--- config.mk ---
export PLATFORM = sky130hd
export DESIGN_NAME = spike_rate_decoder
export DESIGN_NICKNAME = d
export VERILOG_FILES = /design/src/rtl/snn_pkg.sv /design/src/rtl/spike_train_fifo.sv /design/src/rtl/spike_rate_decoder.sv
export SDC_FILE = /design/constraint.sdc
export NUM_CORES = 1
export LEC_CHECK = 0
export ABC_AREA = 1
export CAP_MARGIN = 20
export CELL_PAD_IN_SITES_DETAIL_PLACEMENT = 0
export CELL_PAD_IN_SITES_GLOBAL_PLACEMENT = 2
export CORE_ASPECT_RATIO = 1.25
export CORE_MARGIN = 4
export CORE_UTILIZATION = 31
export CTS_CLUSTER_SIZE = 25
export DETAILED_ROUTE_END_ITERATION = 7
export GPL_TIMING_DRIVEN = 1
export PLACE_DENSITY_LB_ADDON = 0.1
export SLEW_MARGIN = 15
export SYNTH_ARGS = -nofsm -noshare
export SYNTH_HDL_FRONTEND = slang
export SYNTH_HIERARCHICAL = 1
export SYNTH_SLANG_ARGS = --single-unit
export TNS_END_PERCENT = 20
--- constraint.sdc ---
create_clock -name clk -period 2.2 [get_ports clk]
set_input_delay 0.55 -clock clk [delete_from_list [all_inputs] [get_ports clk]]
set_output_delay 0.55 -clock clk [all_outputs]
set_load 0.05 [all_outputs]
--- src/rtl/snn_pkg.sv ---
// Shared types and arithmetic helpers for the spike-rate decoder.
// Reconstruction maps a spike count back into the ANN activation domain.
package snn_pkg;

  typedef enum logic [1:0] {
    ST_IDLE,
    ST_DECODE,
    ST_OUTPUT
  } dec_state_t;

  localparam int DEF_T          = 4;
  localparam int DEF_THRESHOLD  = 8;
  localparam int DEF_DATA_WIDTH = 8;
  localparam int DEF_FIFO_DEPTH = 2;

  // Width that holds count*threshold exactly.
  function automatic int prod_width(input int cnt_width, input int threshold);
    return cnt_width + $clog2(threshold + 1);
  endfunction

  // floor((count*threshold) >> log2_t), product truncated to prod_w bits,
  // then saturated to data_width bits.
  function automatic logic [31:0] reconstruct(
    input logic [31:0] count,
    input logic [31:0] threshold,
    input logic [31:0] log2_t,
    input logic [31:0] prod_w,
    input logic [31:0] data_width
  );
    logic [63:0] prod;
    logic [63:0] mask;
    logic [63:0] max_val;
    mask    = (64'd1 << prod_w) - 64'd1;
    prod    = ((64'(count) * 64'(threshold)) & mask) >> log2_t;
    max_val = (64'd1 << data_width) - 64'd1;
    return (prod > max_val) ? max_val[31:0] : prod[31:0];
  endfunction

endpackage

--- src/rtl/spike_train_fifo.sv ---
// Small synchronous FIFO for spike trains; dout shows the head whenever not empty.
// Pointers carry an extra wrap bit so full and empty are distinguishable.
module spike_train_fifo #(
  parameter int WIDTH = 4,
  parameter int DEPTH = 2
) (
  input  logic             clk,
  input  logic             rst,
  input  logic             push,
  input  logic [WIDTH-1:0] din,
  input  logic             pop,
  output logic [WIDTH-1:0] dout,
  output logic             full,
  output logic             empty
);

  localparam int AW = $clog2(DEPTH);

  logic [WIDTH-1:0] mem [DEPTH];
  logic [AW:0]      wr_ptr;
  logic [AW:0]      rd_ptr;
  logic             do_push;
  logic             do_pop;

  assign empty = (wr_ptr == rd_ptr);
  assign full  = (wr_ptr[AW] != rd_ptr[AW]) && (wr_ptr[AW-1:0] == rd_ptr[AW-1:0]);
  assign dout  = mem[rd_ptr[AW-1:0]];

  // A push into a full FIFO is accepted when the head leaves in the same cycle.
  assign do_pop  = pop && !empty;
  assign do_push = push && (!full || do_pop);

  always_ff @(posedge clk) begin
    if (do_push) begin
      mem[wr_ptr[AW-1:0]] <= din;
    end
  end

  always_ff @(posedge clk) begin
    if (rst) begin
      wr_ptr <= '0;
      rd_ptr <= '0;
    end else begin
      if (do_push) wr_ptr <= wr_ptr + 1'b1;
      if (do_pop)  rd_ptr <= rd_ptr + 1'b1;
    end
  end

endmodule

--- src/rtl/spike_rate_decoder.sv ---
// Replays buffered spike trains one timestep per cycle, counts spikes and
// presents the rescaled activation on a valid/ready output port.
module spike_rate_decoder
  import snn_pkg::*;
#(
  parameter int T          = DEF_T,
  parameter int THRESHOLD  = DEF_THRESHOLD,
  parameter int DATA_WIDTH = DEF_DATA_WIDTH,
  parameter int FIFO_DEPTH = DEF_FIFO_DEPTH,
  parameter int CNT_WIDTH  = $clog2(T + 1)
) (
  input  logic                  clk,
  input  logic                  rst,
  input  logic [T-1:0]          spike_in,
  input  logic                  spike_valid,
  output logic [DATA_WIDTH-1:0] data_out,
  output logic                  data_valid_out,
  input  logic                  data_ready,
  output logic [CNT_WIDTH-1:0]  spike_count,
  output logic                  overflow,
  output logic                  busy
);

  localparam int LOG2_T     = $clog2(T);
  localparam int PROD_WIDTH = prod_width(CNT_WIDTH, THRESHOLD);

  dec_state_t            state;
  logic [T-1:0]          shreg;
  logic [CNT_WIDTH-1:0]  count;
  logic [CNT_WIDTH-1:0]  count_next;
  logic [LOG2_T-1:0]     t_cnt;
  logic [DATA_WIDTH-1:0] recon;

  logic [T-1:0] fifo_dout;
  logic         fifo_full;
  logic         fifo_empty;
  logic         fifo_pop;
  logic         drop;

  spike_train_fifo #(
    .WIDTH(T),
    .DEPTH(FIFO_DEPTH)
  ) u_fifo (
    .clk  (clk),
    .rst  (rst),
    .push (spike_valid),
    .din  (spike_in),
    .pop  (fifo_pop),
    .dout (fifo_dout),
    .full (fifo_full),
    .empty(fifo_empty)
  );

  assign fifo_pop   = (state == ST_IDLE) && !fifo_empty;
  assign drop       = spike_valid && fifo_full && !fifo_pop;
  assign busy       = !fifo_empty || (state != ST_IDLE);
  assign count_next = count + CNT_WIDTH'(shreg[0]);
  // Includes the final timestep so the result registers on the last DECODE edge.
  assign recon      = DATA_WIDTH'(reconstruct(32'(count_next), 32'(THRESHOLD), 32'(LOG2_T),
                                              32'(PROD_WIDTH), 32'(DATA_WIDTH)));

  always_ff @(posedge clk) begin
    if (rst) begin
      state          <= ST_IDLE;
      shreg          <= '0;
      count          <= '0;
      t_cnt          <= '0;
      data_out       <= '0;
      spike_count    <= '0;
      data_valid_out <= 1'b0;
      overflow       <= 1'b0;
    end else begin
      if (drop) overflow <= 1'b1;
      case (state)
        ST_IDLE: begin
          if (!fifo_empty) begin
            shreg <= fifo_dout;
            count <= '0;
            t_cnt <= '0;
            state <= ST_DECODE;
          end
        end
        ST_DECODE: begin
          count <= count_next;
          shreg <= shreg >> 1;
          t_cnt <= t_cnt + 1'b1;
          if (t_cnt == LOG2_T'(T - 1)) begin
            data_out       <= recon;
            spike_count    <= count_next;
            data_valid_out <= 1'b1;
            state          <= ST_OUTPUT;
          end
        end
        ST_OUTPUT: begin
          if (data_ready) begin
            data_valid_out <= 1'b0;
            state          <= ST_IDLE;
          end
        end
        default: state <= ST_IDLE;
      endcase
    end
  end

endmodule

---- Word-level counts from Yosys, hierarchy flattened ----
Memories as Yosys holds them, arrays and structs flattened. A register that Yosys moved wholly into a read port is not among the register bits.
Index checks and enable logic that the tools add are counted.
storage, ports and cells
  register bits ........................... 28
  bits in writable memories ............... 8
  bits of input ports ..................... 8
  logic and storage cells ................. 62
  memories kept ........................... 1
memory list
  name        depth  bits a word  read ports  clocked after Yosys merged registers in  wr ports  RTL line                RTL
  u_fifo.mem  2      4            1           1                                        1         spike_train_fifo.sv:19  logic [WIDTH-1:0] mem [DEPTH];
operators by class
  add/subtract/negate cells ............... 4
  $lt $le $gt $ge ......................... 1
  equal/unequal tests ..................... 9
  mux-type cells .......................... 18
  reductions and logical operators ........ 19
operator list
  operator                                            number
  > comparator 4 x 8 -> 1 bit, second input constant  1
  two-way mux 2 bit                                   4
  two-way mux 8 bit                                   1
  case mux 4 bit (2 select lines)                     1
  adder 2 x 1 -> 2 bit, second input constant         3
  logical AND 1 bit                                   6
  two-way mux 1 bit                                   6
  != test 2 bit, second input constant                3
  case mux 2 bit (3 select lines)                     1
  case mux 3 bit (2 select lines)                     1
  AND reduction 3 bit                                 2
  nonzero test 2 bit                                  3
  == test 2 bit, second input constant                2
  two-way mux 4 bit                                   1
  case mux 2 bit (2 select lines)                     1
  AND reduction 2 bit                                 2
  adder 3 x 1 -> 3 bit                                1
  logical NOT 1 bit                                   3
  two-way mux 3 bit                                   1
  == test 2 x 1 -> 1 bit, second input constant       1
  == test 2 bit                                       1
  logical NOT 2 bit                                   1
  logical OR 1 bit                                    2
  case mux 1 bit (2 select lines)                     1
  other kinds (2)                                     2

---- Depth between registers and ports, before layout ----
Gate-level depths: netlist of run 1.
  depth in word-level cells ............... 8
  gate-level depth with buffers ........... 14

---- Cells and area by module ----
Netlist of run 1, hierarchy kept.
by module, submodules not included
  module              instances  cells an instance  area an instance (sq um)
  spike_rate_decoder  1          113                845.8
  spike_train_fifo    1          53                 558.0

---- Worst setup path after synthesis of run 1 ----
No wires, ideal clock.
  kind .................................... register to register
  from .................................... register u_fifo.wr_ptr[0]
  to ...................................... memory u_fifo.mem[0][0] (enable)
  library setup time ...................... 329 ps
  arrival time ............................ 1,440 ps
  slack ................................... 431 ps
  stages on the path, launching flop included .. 13
  buffers on the path ..................... 0
  clock period less this slack ............ 1,769 ps
  cells stage by stage .................... dfxtp_1 > inv_1 > nand2_1 > nand2_2 > nand2_2 > inv_1 > inv_1 > nand2_1 > inv_1 > inv_1 > nand3_2 > nand2_2 > nor2_1
on the way
  word-level cells in the longest chain between the ends .. 8
  elaborated cells between the ends (all ways) .. 11
  those cells by class .................... eq/ne (2); mux (2); reduce/logical (7)
ends and longest elaborated chain
  element                                  RTL line                  RTL
  start, declared                          spike_train_fifo.sv:20    logic [AW:0] wr_ptr;
  start signal, assigned                   spike_train_fifo.sv:44    if (do_push) wr_ptr <= wr_ptr + 1'b1;
  == test 2 bit                            spike_train_fifo.sv:25    assign empty = (wr_ptr == rd_ptr);
  net fifo_empty                           spike_rate_decoder.sv:36  logic fifo_empty;
  logical NOT 1 bit                        spike_rate_decoder.sv:54  assign fifo_pop = (state == ST_IDLE) && !fifo_empty;
  logical AND 1 bit                        spike_rate_decoder.sv:54
  net fifo_pop                             spike_rate_decoder.sv:37  logic fifo_pop;
  logical AND 1 bit                        spike_train_fifo.sv:30    assign do_pop = pop && !empty;
  logical OR 1 bit                         spike_train_fifo.sv:31    assign do_push = push && (!full || do_pop);
  logical AND 1 bit                        spike_train_fifo.sv:31
  two-way mux 1 bit                        spike_train_fifo.sv:34    if (do_push) begin
  two-way mux 1 bit (not written as such)  spike_train_fifo.sv:35    mem[wr_ptr[AW-1:0]] <= din;
  end, declared                            spike_train_fifo.sv:19
The timed path passes the listed nets, and every way through them passes these cells.

---- Final worst setup path of run 1 ----
  from .................................... register data_out[3]
  to ...................................... output port data_out[3]
RTL lines
  element                 RTL line                  RTL
  start, declared         spike_rate_decoder.sv:16  output logic [DATA_WIDTH-1:0] data_out,
  start signal, assigned  spike_rate_decoder.sv:88  data_out <= recon;
No word-level cell between the ends.

==> results.md, run 1 <==
- The library cell used most frequently in the layout, excluding fill and tap cells, is nand2_1.
- The multiplexer share of the synthesized area is under 10%.
- Setup repair after global routing left no endpoint under its margin.
- For the finished layout, the period the worst path requires is 2.01 ns.
- The share of post-route cells with drive strength above 1 is 18.5%.
- Detailed placement ended at an HPWL of about 2100 um.
- The sum of negative setup slack is 0 ns.
- The worst setup path is of the flip-flop to primary output kind.
- The total count of hold-check failures in the final report was 0.
- Final hold analysis gives a worst-case slack of 0.463 ns.
- The worst vdd rail ir drop is 0.000328 V.
- The finished cells cover 1670 sq um.
- The number of buffers between clock root and the deepest sink is 2.
- The cell count of the worst reg-to-reg path is 12.
- The final RePlAce weighted congestion is slightly below 0.8.
- The combinational family with the most area after synthesis is simple AND/OR/NAND/NOR gates.
- After detailed routing, the number of remaining DRC violations is 0.
- In this run the register-to-register setup slack is 0.27 ns.
- The core region is 4390 sq um.
- The worst setup margin is 0.191 ns.
- The antenna cell count is 0.
- After Yosys synthesis, full adders, half adders and majority gates account for under 10% of the synthesized area.
- The delay of the slowest cell on the worst path is 0.82 ns.
- The number of endpoints failing setup at the final stage is 0.
- Net switching is between 30% and 40% of the power.
- The data required time of the worst path is 1.65 ns.
- After detailed routing, the average wire length per cell comes to about 11 um.
- In the post-synthesis netlist, the biggest area contributors are dfxtp_1, edfxtp_1, nand2_1.
- Together, buffers and inverters on the worst path number 1.
- TritonCTS built the clock tree.
- The critical path goes through clkdlybuf4s50_1.
- The share of total power in combinational logic is around a quarter.
- The worst flop-to-flop path endpoint is u_fifo/mem[0][1]$_DFFE_PP_.
- The total power is approximately 1.4 mW.
- The fraction of synthesized cell area in xor and xnor cells is 1.25%.
- The maximum fanout along the worst path is 3.
- The number of clock sinks is 29.
- The critical path capture point type is a primary output.
- After detailed routing, the number of vias per cell comes to 4.28.
- The die covers 5680 sq um.
- The global router's overall resource usage is between 10% and 20%.
- The total iterations of the first detailed-routing run is 4.
- The synthesized design contains 29 register bits.
- The fraction of power consumed by sequential logic is 45.3%.
- The critical path startpoint category is a flip-flop.
- The cell type contributing the most total cell area after synthesis is dfxtp_1.
- The total instance count after detailed placement is 234.
- The final layout net count is 194.
- The count of input and output buffers is 16.
- The H-tree was split into 2 levels.
- The share of the synthesized area in compound gates (AO/OA/AOI/OAI) is 10.2%.
- The cell area power density is 862 nW/um^2.
- The tool flagged a number of max-cap violations equal to 0.
- The sequential share of the synthesized area is 47.1%.
- The later pin in the worst-skew pair is clocked with a latency of 0.27 ns.
- Averaged over all synthesized cells, the footprint is between 8 and 9 sq um.
- The clock network fraction of total power is 28.5%.
- In this run the static leakage power is 0.689 nW.
- The number of global-route vias before repair is roughly 1100.
- The die width is 68.2 um.
- Once the floorplan was initialized, standard cells occupied 32.0% of the core.
- The CTS buffer count is 5.
- After Yosys synthesis, and, or, nand and nor cells account for a little under a quarter of the synthesized area.
- The number of antenna violations at the first check in global routing was 0.
- The area added between synthesis and finish is 18.7%.
- Entering global routing, the biggest net connects 13 pins.
- The floorplan has 27 rows.
- The buffer cell driving the clock tree root is clkbuf_8.
- The detail route stage leaves a number of antenna-violating nets equal to 0.
- The final layout contains routed wiring with a total length of 2780 um.
- In this run the critical register-to-register path is launched from u_fifo/wr_ptr[0]$_SDFFE_PP0P_.
- In this run the cell area measured after placement is 1580 sq um.
- The transition at the pin with the smallest max-transition slack is 0.503 ns.
- For this run, the number of Yosys warnings is 6.
- The pre-CTS worst setup slack is around 0.2 ns.
- In the layout the commonest cells are nand2_1, dfxtp_1, inv_1, clkdlybuf4s50_1, a21oi_1.
- The synthesized design devotes to its leading area cell type 29.9% of total area.
- The number of logic stages on the critical path including buffering is 1.
- The post-route fraction of the period consumed by the critical path is 91.3%.
- In this design, the largest share of critical-path delay is due to buffers and inverters.
- The finished layout holds between 200 and 250 standard cells, fillers aside.
- The switching power is around 0.48 mW.
- Timing would allow up to ~0.5 GHz.
- The run finished with clean final reports.
- The first global-routing pass estimated 4820 um of wire.
- In this run the worst hold path is classified as flip-flop to flip-flop.
- Data on the critical path arrives at its endpoint at 1.46 ns.
- The combined area of all synthesized cells is about 1400 sq um.
- For this design, the slowest cell found on the critical path is clkdlybuf4s50_1.
- The first routing iteration left 29 violations.
- The number of standard cells after synthesis is 166.
- Once layout is complete, the utilization of the core stands at a little under two fifths.
- The number of different library cells in the post-synthesis netlist is 23.
- The overflow left after global routing is 0.
- The routed layout has approximately 1000 vias.
- In this run the worst setup path terminates at data_out[3].
- Between clock sinks in the finished design, the worst skew comes to 0.00264 ns.
- In this run the count of I/O pins placed on the die edge is 22.
- In this run the tightest slew margin relative to its limit is about two thirds.
- After clock tree synthesis, the clock-pin slew on the worst setup and hold paths is ~0.060 ns.
- Cell internal power was estimated by the tool at 0.957 mW.
- From bottom edge to top edge, the die measures 83.2 um.
- The final-report max-slew violation count is 0.
- The worst setup path startpoint is data_out[3]$_SDFFE_PP0P_.
-- tightest hold or removal path, cell delays in order, from the launching register on --
cell,delay (ns)
dfxtp_1,0.31
nand2_1,0.06
a21oi_1,0.05
-- how the worst min path moves through the flow --
stage	start	end	slack (ns)	cells after the start
3_3_place_gp	t_cnt[0]$_SDFFE_PP0P_	t_cnt[0]$_SDFFE_PP0P_	0.45	1
2_1_floorplan	t_cnt[0]$_SDFFE_PP0P_	t_cnt[0]$_SDFFE_PP0P_	0.44	1
4_1_cts	data_valid_out$_SDFFE_PP0P_	data_valid_out$_SDFFE_PP0P_	0.46	2
3_5_place_dp	data_valid_out$_SDFFE_PP0P_	data_valid_out$_SDFFE_PP0P_	0.45	2
5_1_grt	count[1]$_SDFFE_PP0P_	count[1]$_SDFFE_PP0P_	0.48	2
6_report	data_valid_out$_SDFFE_PP0P_	data_valid_out$_SDFFE_PP0P_	0.46	2
-- what timing repair did --
action	CTS	global route
resized for setup	0	1
hold buffers	0	0
setup endpoints to repair	0	4
setup buffers	0	0
-- layout make-up --
| type | count | area [sq um] |
|---|---|---|
| clock inverter | 3 | 12.5 |
| clock buffer | 5 | 68.8 |
| sequential | 29 | 661 |
| fill | 476 | 2730 |
| multi-input combinational | 109 | 596 |
| inverter | 21 | 78.8 |
| timing repair buffer | 17 | 178 |
| tap | 58 | 72.6 |
-- synth_stat cells, drive strengths merged --
cell / count
nand3b: 1
nand3: 13
o21a: 1
nand2: 49
xor2: 2
mux2: 4
o21bai: 1
buf: 10
inv: 21
edfxtp: 8
o21ai: 1
nor2: 11
a21oi: 18
conb: 1
ha: 3
clkbuf: 1
dfxtp: 21
-- power groups by stage --
stage / Combinational (mW) / Clock [mW] / Sequential (mW)
2_1_floorplan: 0.317 / 0 / 0.646
3_3_place_gp: 0.383 / 0 / 0.662
3_5_place_dp: 0.383 / 0 / 0.663
4_1_cts: 0.385 / 0.431 / 0.652
5_1_grt: 0.428 / 0.457 / 0.657
6_report: 0.377 / 0.409 / 0.651
-- kinds of logic after synthesis --
| kind of cell | Yosys count |
|---|---|
| buffers and inverters | 32 |
| other | 1 |
| DFF | 29 |
| AOI/OAI and AO/OA | 21 |
| adders and majority gates | 3 |
| xor gates and xnor gates | 2 |
| muxes | 4 |
| and+or+nand+nor | 74 |
-- registers in the layout, summed over array words and instances, names as in the netlist, named ones only --
signal / cells
data_out: 3
data_valid_out: 1
t_cnt: 2
u_fifo/wr_ptr: 2
state: 2
count: 3
overflow: 1
u_fifo/rd_ptr: 2
shreg: 4
u_fifo/mem: 8
-- layer usage --
metal / track usage (%) / wire (um)
met1: 12.4 / 1180
met5: 0 / 0
met2: 19.1 / 1420
met3: 3.52 / 116
met4: 5.42 / 60
(Power assumes the default switching activity.)
==> run 2, diff against run 1 <==
CORE_UTILIZATION = 33   (was 31)
CTS_BUF_LIST = sky130_fd_sc_hd__clkbuf_8   (was unset)
CTS_CLUSTER_DIAMETER = 120   (was unset)
==> results.md, run 2 (synthesized netlist as in run 1, its figures left out) <==
- The vertical die dimension is 80.9 um (was 83.2 um).
- The final-report max-slew violation count is 0 (unchanged).
- The effective utilization at floorplan was 34.2% (was 32.0%).
- The data required time of the worst path was 1.65 ns (about the same).
- The fraction of power consumed by sequential logic is 40.9% (was 45.3%).
- The largest net degree at the start of global routing is 13 (unchanged).
- The area added between synthesis and finish came to 21.5% (was 18.7%).
- The H-tree depth was 2 (unchanged).
- The transition at the pin with the smallest max-transition slack is 0.504 ns (was 0.503 ns).
- The count of input and output buffers is 16 (unchanged).
- The endpoint arrival time on the critical path is 1.45 ns (was 1.46 ns).
- The critical path capture point type is a primary output (unchanged).
- The flip-flop count of the largest register after layout is 8 (unchanged).
- The share of total power in combinational logic is 23.9% (was 26.2%).
- The share of post-route cells with drive strength above 1 is 20.0% (was 18.5%).
- The delay of the slowest cell on the worst path is 0.81 ns (was 0.82 ns).
- The sum of negative setup slack is 0 ns (unchanged).
- The final core utilization is 41.6% (was 37.9%).
- The worst flop-to-flop path endpoint is u_fifo/mem[0][1]$_DFFE_PP_ (unchanged).
- The count of cells along the worst hold path is 1 (was 2).
- The routed via count divided by cell count came to 4.29 (was 4.28).
- Chain of cells forming the critical path: clkdlybuf4s50_1 (unchanged).
- The switching fraction of total power is 31.8% (was 33.4%).
- The violation count after the first detailed-routing iteration is 46 (was 29).
- The number of endpoints failing setup at the final stage is 0 (unchanged).
- The routed length per instance is 11.2 um (was 11.5 um).
- The count of maximum capacitance violations is 0 (unchanged).
- The highest-delay cell along the critical path is clkdlybuf4s50_1 (unchanged).
- The static power due to leakage is 0.705 nW (was 0.689 nW).
- The final layout net count is 195 (was 194).
- Most frequent cells in the layout: nand2_1, dfxtp_1, inv_1, clkdlybuf4s50_1, a21oi_1 (unchanged).
- The kind of critical path is flip-flop to primary output (unchanged).
- The leading cell type in the layout, fill and taps excluded was nand2_1 (unchanged).
- The DRC violation count after routing is 0 (unchanged).
- The setup slack on the worst flop-to-flop path came to 0.22 ns (was 0.27 ns).
- Result of the run: complete, no violations (unchanged).
- The CTS tree is built (unchanged).
- The kind of cell adding the most delay to the critical path is buffers and inverters (unchanged).
- The number of global-route vias before repair is 1000 (was 1063).
- The routed wire length is 2710 um (was 2780 um).
- The post-route fraction of the period consumed by the critical path is 91.0% (was 91.3%).
- The number of I/O pins came to 22 (unchanged).
- The switching power is 0.506 mW (was 0.479 mW).
- Setup repair after global routing missed its margin: false (unchanged).
- The maximum fanout along the worst path is 3 (unchanged).
- The number of buffers between clock root and the deepest sink is 2 (unchanged).
- The maximum clock frequency came to 0.500 GHz (was 0.498 GHz).
- The remaining antenna violation count after routing came to 0 (unchanged).
- The number of antenna violations at the first check in global routing came to 0 (unchanged).
- The count of vias placed by the detailed router was 1033 (was 1035).
- The endpoint of the worst hold-timing path was t_cnt[0]$_SDFFE_PP0P_ (was data_valid_out$_SDFFE_PP0P_).
- The number of post-CTS setup repair buffers is 0 (unchanged).
- The global router's overall resource usage is 11.6% (was 11.4%).
- The clock-pin slew of the registers on the worst-case setup and hold paths is 0.07 ns (was 0.06 ns).
- The cell area power density is 933 nW/um^2 (was 862 nW/um^2).
- The buffer cell driving the clock tree root is clkbuf_8 (unchanged).
- The startpoint of the lowest-slack hold path is t_cnt[0]$_SDFFE_PP0P_ (was data_valid_out$_SDFFE_PP0P_).
- The critical path startpoint category is a flip-flop (unchanged).
- The final RePlAce weighted congestion is 0.815 (was 0.790).
- The sum of net half-perimeters after detailed placement is 2080 um (was 2110 um).
- The CTS buffer count came to 5 (unchanged).
- The number of clock sinks is 29 (unchanged).
- The die width is 66.3 um (was 68.2 um).
- The clock network fraction of total power is 35.2% (was 28.5%).
- The worst vdd rail ir drop is 0.000426 V (was 0.000328 V).
- The area of the core region is 4100 sq um (was 4390 sq um).
- The total iterations of the first detailed-routing run is 4 (unchanged).
- The final worst clock skew is 0.00440 ns (was 0.00264 ns).
- The full die area is 5370 sq um (was 5680 sq um).
- The count of standard-cell rows is 26 (was 27).
- The antenna cell count is 0 (unchanged).
- The beginning of the worst register-to-register path was u_fifo/wr_ptr[0]$_SDFFE_PP0P_ (unchanged).
- The overflow left after global routing was 0 (unchanged).
- The cell count of the worst reg-to-reg path was 12 (unchanged).
- The headroom to the max-slew limit is 66.3% (about the same).
- The number of buffers and inverters on the critical path is 1 (unchanged).
- The later-pin clock latency in the skew report came to 0.28 ns (was 0.27 ns).
- The total count of hold-check failures in the final report came to 0 (unchanged).
- The final critical path time including I/O delays and setup is 2.00 ns (was 2.01 ns).
- The cell internal power dissipation is 1.08 mW (was 0.957 mW).
- The class of the worst hold path is flip-flop to flip-flop (unchanged).
- The wire length of the first global-routing pass is 4570 um (was 4820 um).
## run 2: how the worst max path moves through the flow
stage                                  start                          to  slack [ns]  cells past startpoint
2_1_floorplan  u_fifo/wr_ptr[0]$_SDFFE_PP0P_  u_fifo/mem[0][0]$_DFFE_PP_        0.43                     12
3_3_place_gp   u_fifo/rd_ptr[0]$_SDFFE_PP0P_  u_fifo/mem[0][2]$_DFFE_PP_        0.27                     12
3_5_place_dp   u_fifo/wr_ptr[0]$_SDFFE_PP0P_  u_fifo/mem[0][1]$_DFFE_PP_        0.17                     12
4_1_cts        u_fifo/wr_ptr[0]$_SDFFE_PP0P_  u_fifo/mem[0][1]$_DFFE_PP_        0.14                     12
5_1_grt        u_fifo/wr_ptr[0]$_SDFFE_PP0P_  u_fifo/mem[0][1]$_DFFE_PP_        0.02                     12
6_report            data_out[2]$_SDFFE_PP0P_              spike_count[1]        0.20                      1
## run 2: through the flow
| step | cell area, sq um | hold slack [ns] | setup slack [ns] | cells | power (mW) |
|---|---|---|---|---|---|
| final | 1710 | 0.468 | 0.199 | 241 | 1.59 |
| after global routing | 1710 | 0.492 | 0.0154 | 241 | 1.69 |
| after CTS | 1700 | 0.473 | 0.142 | 241 | 1.61 |
| after detailed placement | 1590 | 0.462 | 0.172 | 233 | 1.05 |
| after global placement | 1590 | 0.453 | 0.267 | 233 | 1.04 |
| after floorplan | 1420 | 0.436 | 0.431 | 170 | 0.963 |
## run 2: power groups by stage
stage	registers, mW	logic [mW]	clock network (mW)
2_1_floorplan	0.646	0.317	0
3_3_place_gp	0.662	0.381	0
3_5_place_dp	0.664	0.382	0
4_1_cts	0.652	0.385	0.578
5_1_grt	0.657	0.428	0.604
6_report	0.650	0.380	0.560
## run 2: repair_timing
item | 4_1_cts | 5_1_grt
gates resized for setup | 0 | 1
endpoints found under the setup margin | 0 | 4
hold buffers | 0 | 0
## run 2: layer usage
| metal | wire length, um | part of all wire, % | track usage [%] |
|---|---|---|---|
| met1 | 1170 | 43 | 13.3 |
| met2 | 1400 | 52 | 19.4 |
| met3 | 82 | 3.0 | 4.29 |
| met4 | 56 | 2.1 | 4.88 |
| met5 | 0 | 0 | 0 |
## run 2: cell type report
class | instances | area [sq um]
Fill cell | 455 | 2390
Multi-Input combinational cell | 109 | 596
Clock inverter | 3 | 46.3
Inverter | 21 | 78.8
Timing Repair Buffer | 18 | 185
Tap cell | 56 | 70.1
Sequential cell | 29 | 661
Clock buffer | 5 | 68.8
==> run 3, diff against run 2 <==
SKIP_LAST_GASP = 1   (was unset)
SYNTH_HIERARCHICAL = unset   (was 1)
==> results.md, run 3 <==
- The cell area power density is 1110 nW/um^2 (was 933 nW/um^2).
- The kind of cell adding the most delay to the critical path is buffers and inverters (unchanged).
- The post-route fraction of the period consumed by the critical path came to 89.8% (was 91.0%).
- The synthesis-stage register bit count is 29 (unchanged).
- The Yosys warning count was 0 (was 6).
- The number of standard cells in the layout, taps in and fillers out came to 230 (was 241).
- The CTS buffer count came to 5 (unchanged).
- The final RePlAce weighted congestion was 0.682 (was 0.815).
- The cell type contributing the most total cell area after synthesis is dfxtp_1 (unchanged).
- The clock-pin slew of the registers on the worst-case setup and hold paths is 0.06 ns (was 0.07 ns).
- The buffer cell driving the clock tree root is clkbuf_8 (unchanged).
- The antenna cell count is 0 (unchanged).
- The number of global-route vias before repair was 991 (was 1000).
- The die width is 65.7 um (was 66.3 um).
- The violation count after the first detailed-routing iteration is 64 (was 46).
- The final core utilization is 41.5% (was 41.6%).
- The number of resized instances in the post-cts repair step came to 0 (unchanged).
- The number of different library cells in the post-synthesis netlist is 25 (was 23).
- The number of standard cells after synthesis is 159 (was 166).
- The remaining antenna violation count after routing was 0 (unchanged).
- Cells taking the most area after synthesis: dfxtp_1, edfxtp_1, nand2_1 (unchanged).
- The number of fillers in the final layout is 425 (was 455).
- The delay of the slowest cell on the worst path came to 0.81 ns (about the same).
- The sum of negative setup slack came to 0 ns (unchanged).
- The class of the worst hold path was flip-flop to flip-flop (unchanged).
- The quantity of hold-fixing buffers added after cts is 0 (unchanged).
- The effective utilization at floorplan was 35.1% (was 34.2%).
- The count of cells along the worst hold path is 2 (was 1).
- The data required time of the worst path came to 1.65 ns (about the same).
- Chain of cells forming the critical path: clkdlybuf4s50_1 (unchanged).
- The final-report max-slew violation count is 0 (unchanged).
- The DRC violation count after routing came to 0 (unchanged).
- The endpoint of the worst hold-timing path is overflow$_SDFFE_PP0P_ (was t_cnt[0]$_SDFFE_PP0P_).
- The fraction of synthesized cell area in xor and xnor cells is 1.91% (was 1.25%).
- The critical path capture point type is a primary output (unchanged).
- The static power due to leakage is 0.667 nW (was 0.705 nW).
- The transition at the pin with the smallest max-transition slack is 0.497 ns (was 0.504 ns).
- The area of the core region is 3910 sq um (was 4100 sq um).
- The overflow left after global routing is 0 (unchanged).
- The final worst clock skew is 0.00435 ns (was 0.00440 ns).
- The headroom to the max-slew limit is 66.8% (was 66.3%).
- The routed via count divided by cell count was 4.37 (was 4.29).
- The count of flip-flops with a built-in enable after synthesis was 8 (unchanged).
- The routed wire length is 2540 um (was 2710 um).
- The vertical die dimension is 80.1 um (was 80.9 um).
- The beginning of the worst register-to-register path was state[1]$_SDFFE_PP0P_ (was u_fifo/wr_ptr[0]$_SDFFE_PP0P_).
- The main flop type after synthesis is dfxtp_1 (unchanged).
- The H-tree depth was 2 (unchanged).
- The combinational family with the most area after synthesis is simple AND/OR/NAND/NOR gates (unchanged).
- The cell count of the worst reg-to-reg path is 5 (was 12).
- The met1 global-route usage is 13.4% (was 13.3%).
- The total instance count after detailed placement came to 222 (was 233).
- The area added between synthesis and finish is 18.1% (was 21.5%).
- The sum of net half-perimeters after detailed placement came to 1820 um (was 2080 um).
- Setup repair after global routing missed its margin: false (unchanged).
- The routing usage on met2 is 16.5% (was 19.4%).
- The combined area of all synthesized cells is 1370 sq um (was 1400 sq um).
- The post-synthesis simple-gate area fraction is 24.3% (was 23.5%).
- The wire length of the first global-routing pass is 4370 um (was 4570 um).
- The share of the synthesized area in compound gates (AO/OA/AOI/OAI) came to 9.93% (was 10.2%).
- The worst vdd rail ir drop is 0.000911 V (was 0.000426 V).
- The count of vias placed by the detailed router came to 1006 (was 1033).
- The highest-delay cell along the critical path is clkdlybuf4s50_1 (unchanged).
- The number of I/O pins came to 22 (unchanged).
- The total count of hold-check failures in the final report is 0 (unchanged).
- The number of buffers and inverters on the critical path is 1 (unchanged).
- The largest net degree at the start of global routing is 18 (was 13).
- The most frequent cell after synthesis is nand2_1 (unchanged).
- The adder-cell share of the synthesized area is 2.73% (was 2.67%).
- The worst setup margin is 0.225 ns (was 0.199 ns).
- Result of the run: complete, no violations (unchanged).
- The number of buffers between clock root and the deepest sink came to 2 (unchanged).
- The full die area is 5270 sq um (was 5370 sq um).
- The number of post-CTS setup repair buffers is 0 (unchanged).
- The leading cell type in the layout, fill and taps excluded is nand2_1 (unchanged).
- The maximum clock frequency is 0.506 GHz (was 0.500 GHz).
- The number of endpoints failing setup at the final stage is 0 (unchanged).
- The number of clock sinks is 29 (unchanged).
- The flip-flop count of the largest register after layout came to 8 (unchanged).
- The sequential share of the synthesized area came to 48.1% (was 47.1%).
- The CTS tree is built (unchanged).
- The count of standard-cell rows is 25 (was 26).
- The routed length per instance came to 11.0 um (was 11.2 um).
- The pre-CTS worst setup slack came to 0.392 ns (was 0.172 ns).
- The startpoint of the lowest-slack hold path is overflow$_SDFFE_PP0P_ (was t_cnt[0]$_SDFFE_PP0P_).
- The number of antenna violations at the first check in global routing was 0 (unchanged).
- The met3 routing resource usage after global routing is 4.34% (was 4.29%).
- The final critical path time including I/O delays and setup is 1.98 ns (was 2.00 ns).
- The later-pin clock latency in the skew report is 0.27 ns (was 0.28 ns).
- The multiplexer share of the synthesized area was 0.820% (was 3.21%).
- The count of input and output buffers is 16 (unchanged).
- The worst flop-to-flop path endpoint is u_fifo.mem[0][2]$_DFFE_PP_ (was u_fifo/mem[0][1]$_DFFE_PP_).
- The busiest layer in global routing is met2 (unchanged).
- Post-synth top cells: nand2_1, dfxtp_1, a21oi_1 (was nand2_1, dfxtp_1, inv_1).
- The final layout net count came to 186 (was 195).
- The critical path startpoint category is a flip-flop (unchanged).
- The synthesized area per cell was 8.64 sq um (was 8.46 sq um).
- The maximum fanout along the worst path is 3 (unchanged).
- The area fraction of the dominant cell type after synthesis is 30.6% (was 29.9%).
- Most frequent cells in the layout: nand2_1, dfxtp_1, a21oi_1, inv_1, clkdlybuf4s50_1 (was nand2_1, dfxtp_1, inv_1, clkdlybuf4s50_1, a21oi_1).
- The count of maximum capacitance violations is 0 (unchanged).
- The kind of critical path is flip-flop to primary output (unchanged).
- The total iterations of the first detailed-routing run is 4 (unchanged).
- The async set or reset register ratio after synthesis was 0% (unchanged).
- The share of post-route cells with drive strength above 1 is 15.9% (was 20.0%).
- The final worst hold slack is 0.456 ns (was 0.468 ns).
- The global router's overall resource usage is 11.0% (was 11.6%).
- The endpoint arrival time on the critical path is 1.43 ns (was 1.45 ns).
- The setup slack on the worst flop-to-flop path is 0.69 ns (was 0.22 ns).
[run 3: changes by cell type after synthesis, moves of 4 or more]
cell / previous run / this run
o21ai_0: 1 / 5
nand2_1: 41 / 37
a21oi_2: 6 / 2
nor2_1: 10 / 4
nand3_2: 2 / 6
a21oi_1: 12 / 17
nand2_2: 8 / 3
[run 3: report_power, final]
part,internal (mW),switching (mW),leakage (nW)
registers,0.643,0.0755,0.246
logic,0.242,0.437,0.378
clock network,0.212,0.194,0.0430
[run 3: layer usage]
| metal | share of wire, % | vias to the layer above |
|---|---|---|
| met5 | 0 | - |
| met4 | 2.0 | 0 |
| met3 | 4.6 | 5 |
| met2 | 45 | 20 |
| met1 | 48 | 443 |
| li1 | - | 538 |
[run 3: area by class of cell]
type | instances | area [sq um] | area share, %
Clock inverter | 3 | 12.5 | 0.771
Timing Repair Buffer | 18 | 185 | 11.4
Inverter | 17 | 63.8 | 3.93
Clock buffer | 5 | 68.8 | 4.24
Multi-Input combinational cell | 104 | 564 | 34.8
Tap cell | 54 | 67.6 | 4.16
Sequential cell | 29 | 661 | 40.7
[run 3: per-stage QoR]
step,cell area (sq um),total power [mW]
after floorplan,1390,1.30
after global placement,1540,1.41
after detailed placement,1540,1.42
after CTS,1620,1.83
after global routing,1620,1.95
final,1620,1.80
[run 3: cell families (layout without fill, tap and decap cells)]
kind of cell    count (synthesis)  after routing
mux                             1              1
simple gates                   67             67
other cells                     1              5
fa+ha+maj                       3              3
flops                          29             29
compound gates                 25             25
xor+xnor                        3              3
buf+inv                        30             43
[run 3: how the worst max path moves through the flow]
stage,startpoint,end,slack (ns),cells after the start
detailed placement,spike_valid,u_fifo.mem[0][1]$_DFFE_PP_,0.39,3
CTS,spike_count[1]$_SDFFE_PP0P_,spike_count[1],0.20,1
global route,spike_count[1]$_SDFFE_PP0P_,spike_count[1],0.17,1
global placement,spike_valid,u_fifo.mem[0][0]$_DFFE_PP_,0.46,3
finish,spike_count[1]$_SDFFE_PP0P_,spike_count[1],0.22,1
floorplan,u_fifo.rd_ptr[1]$_SDFFE_PP0P_,busy,0.63,6
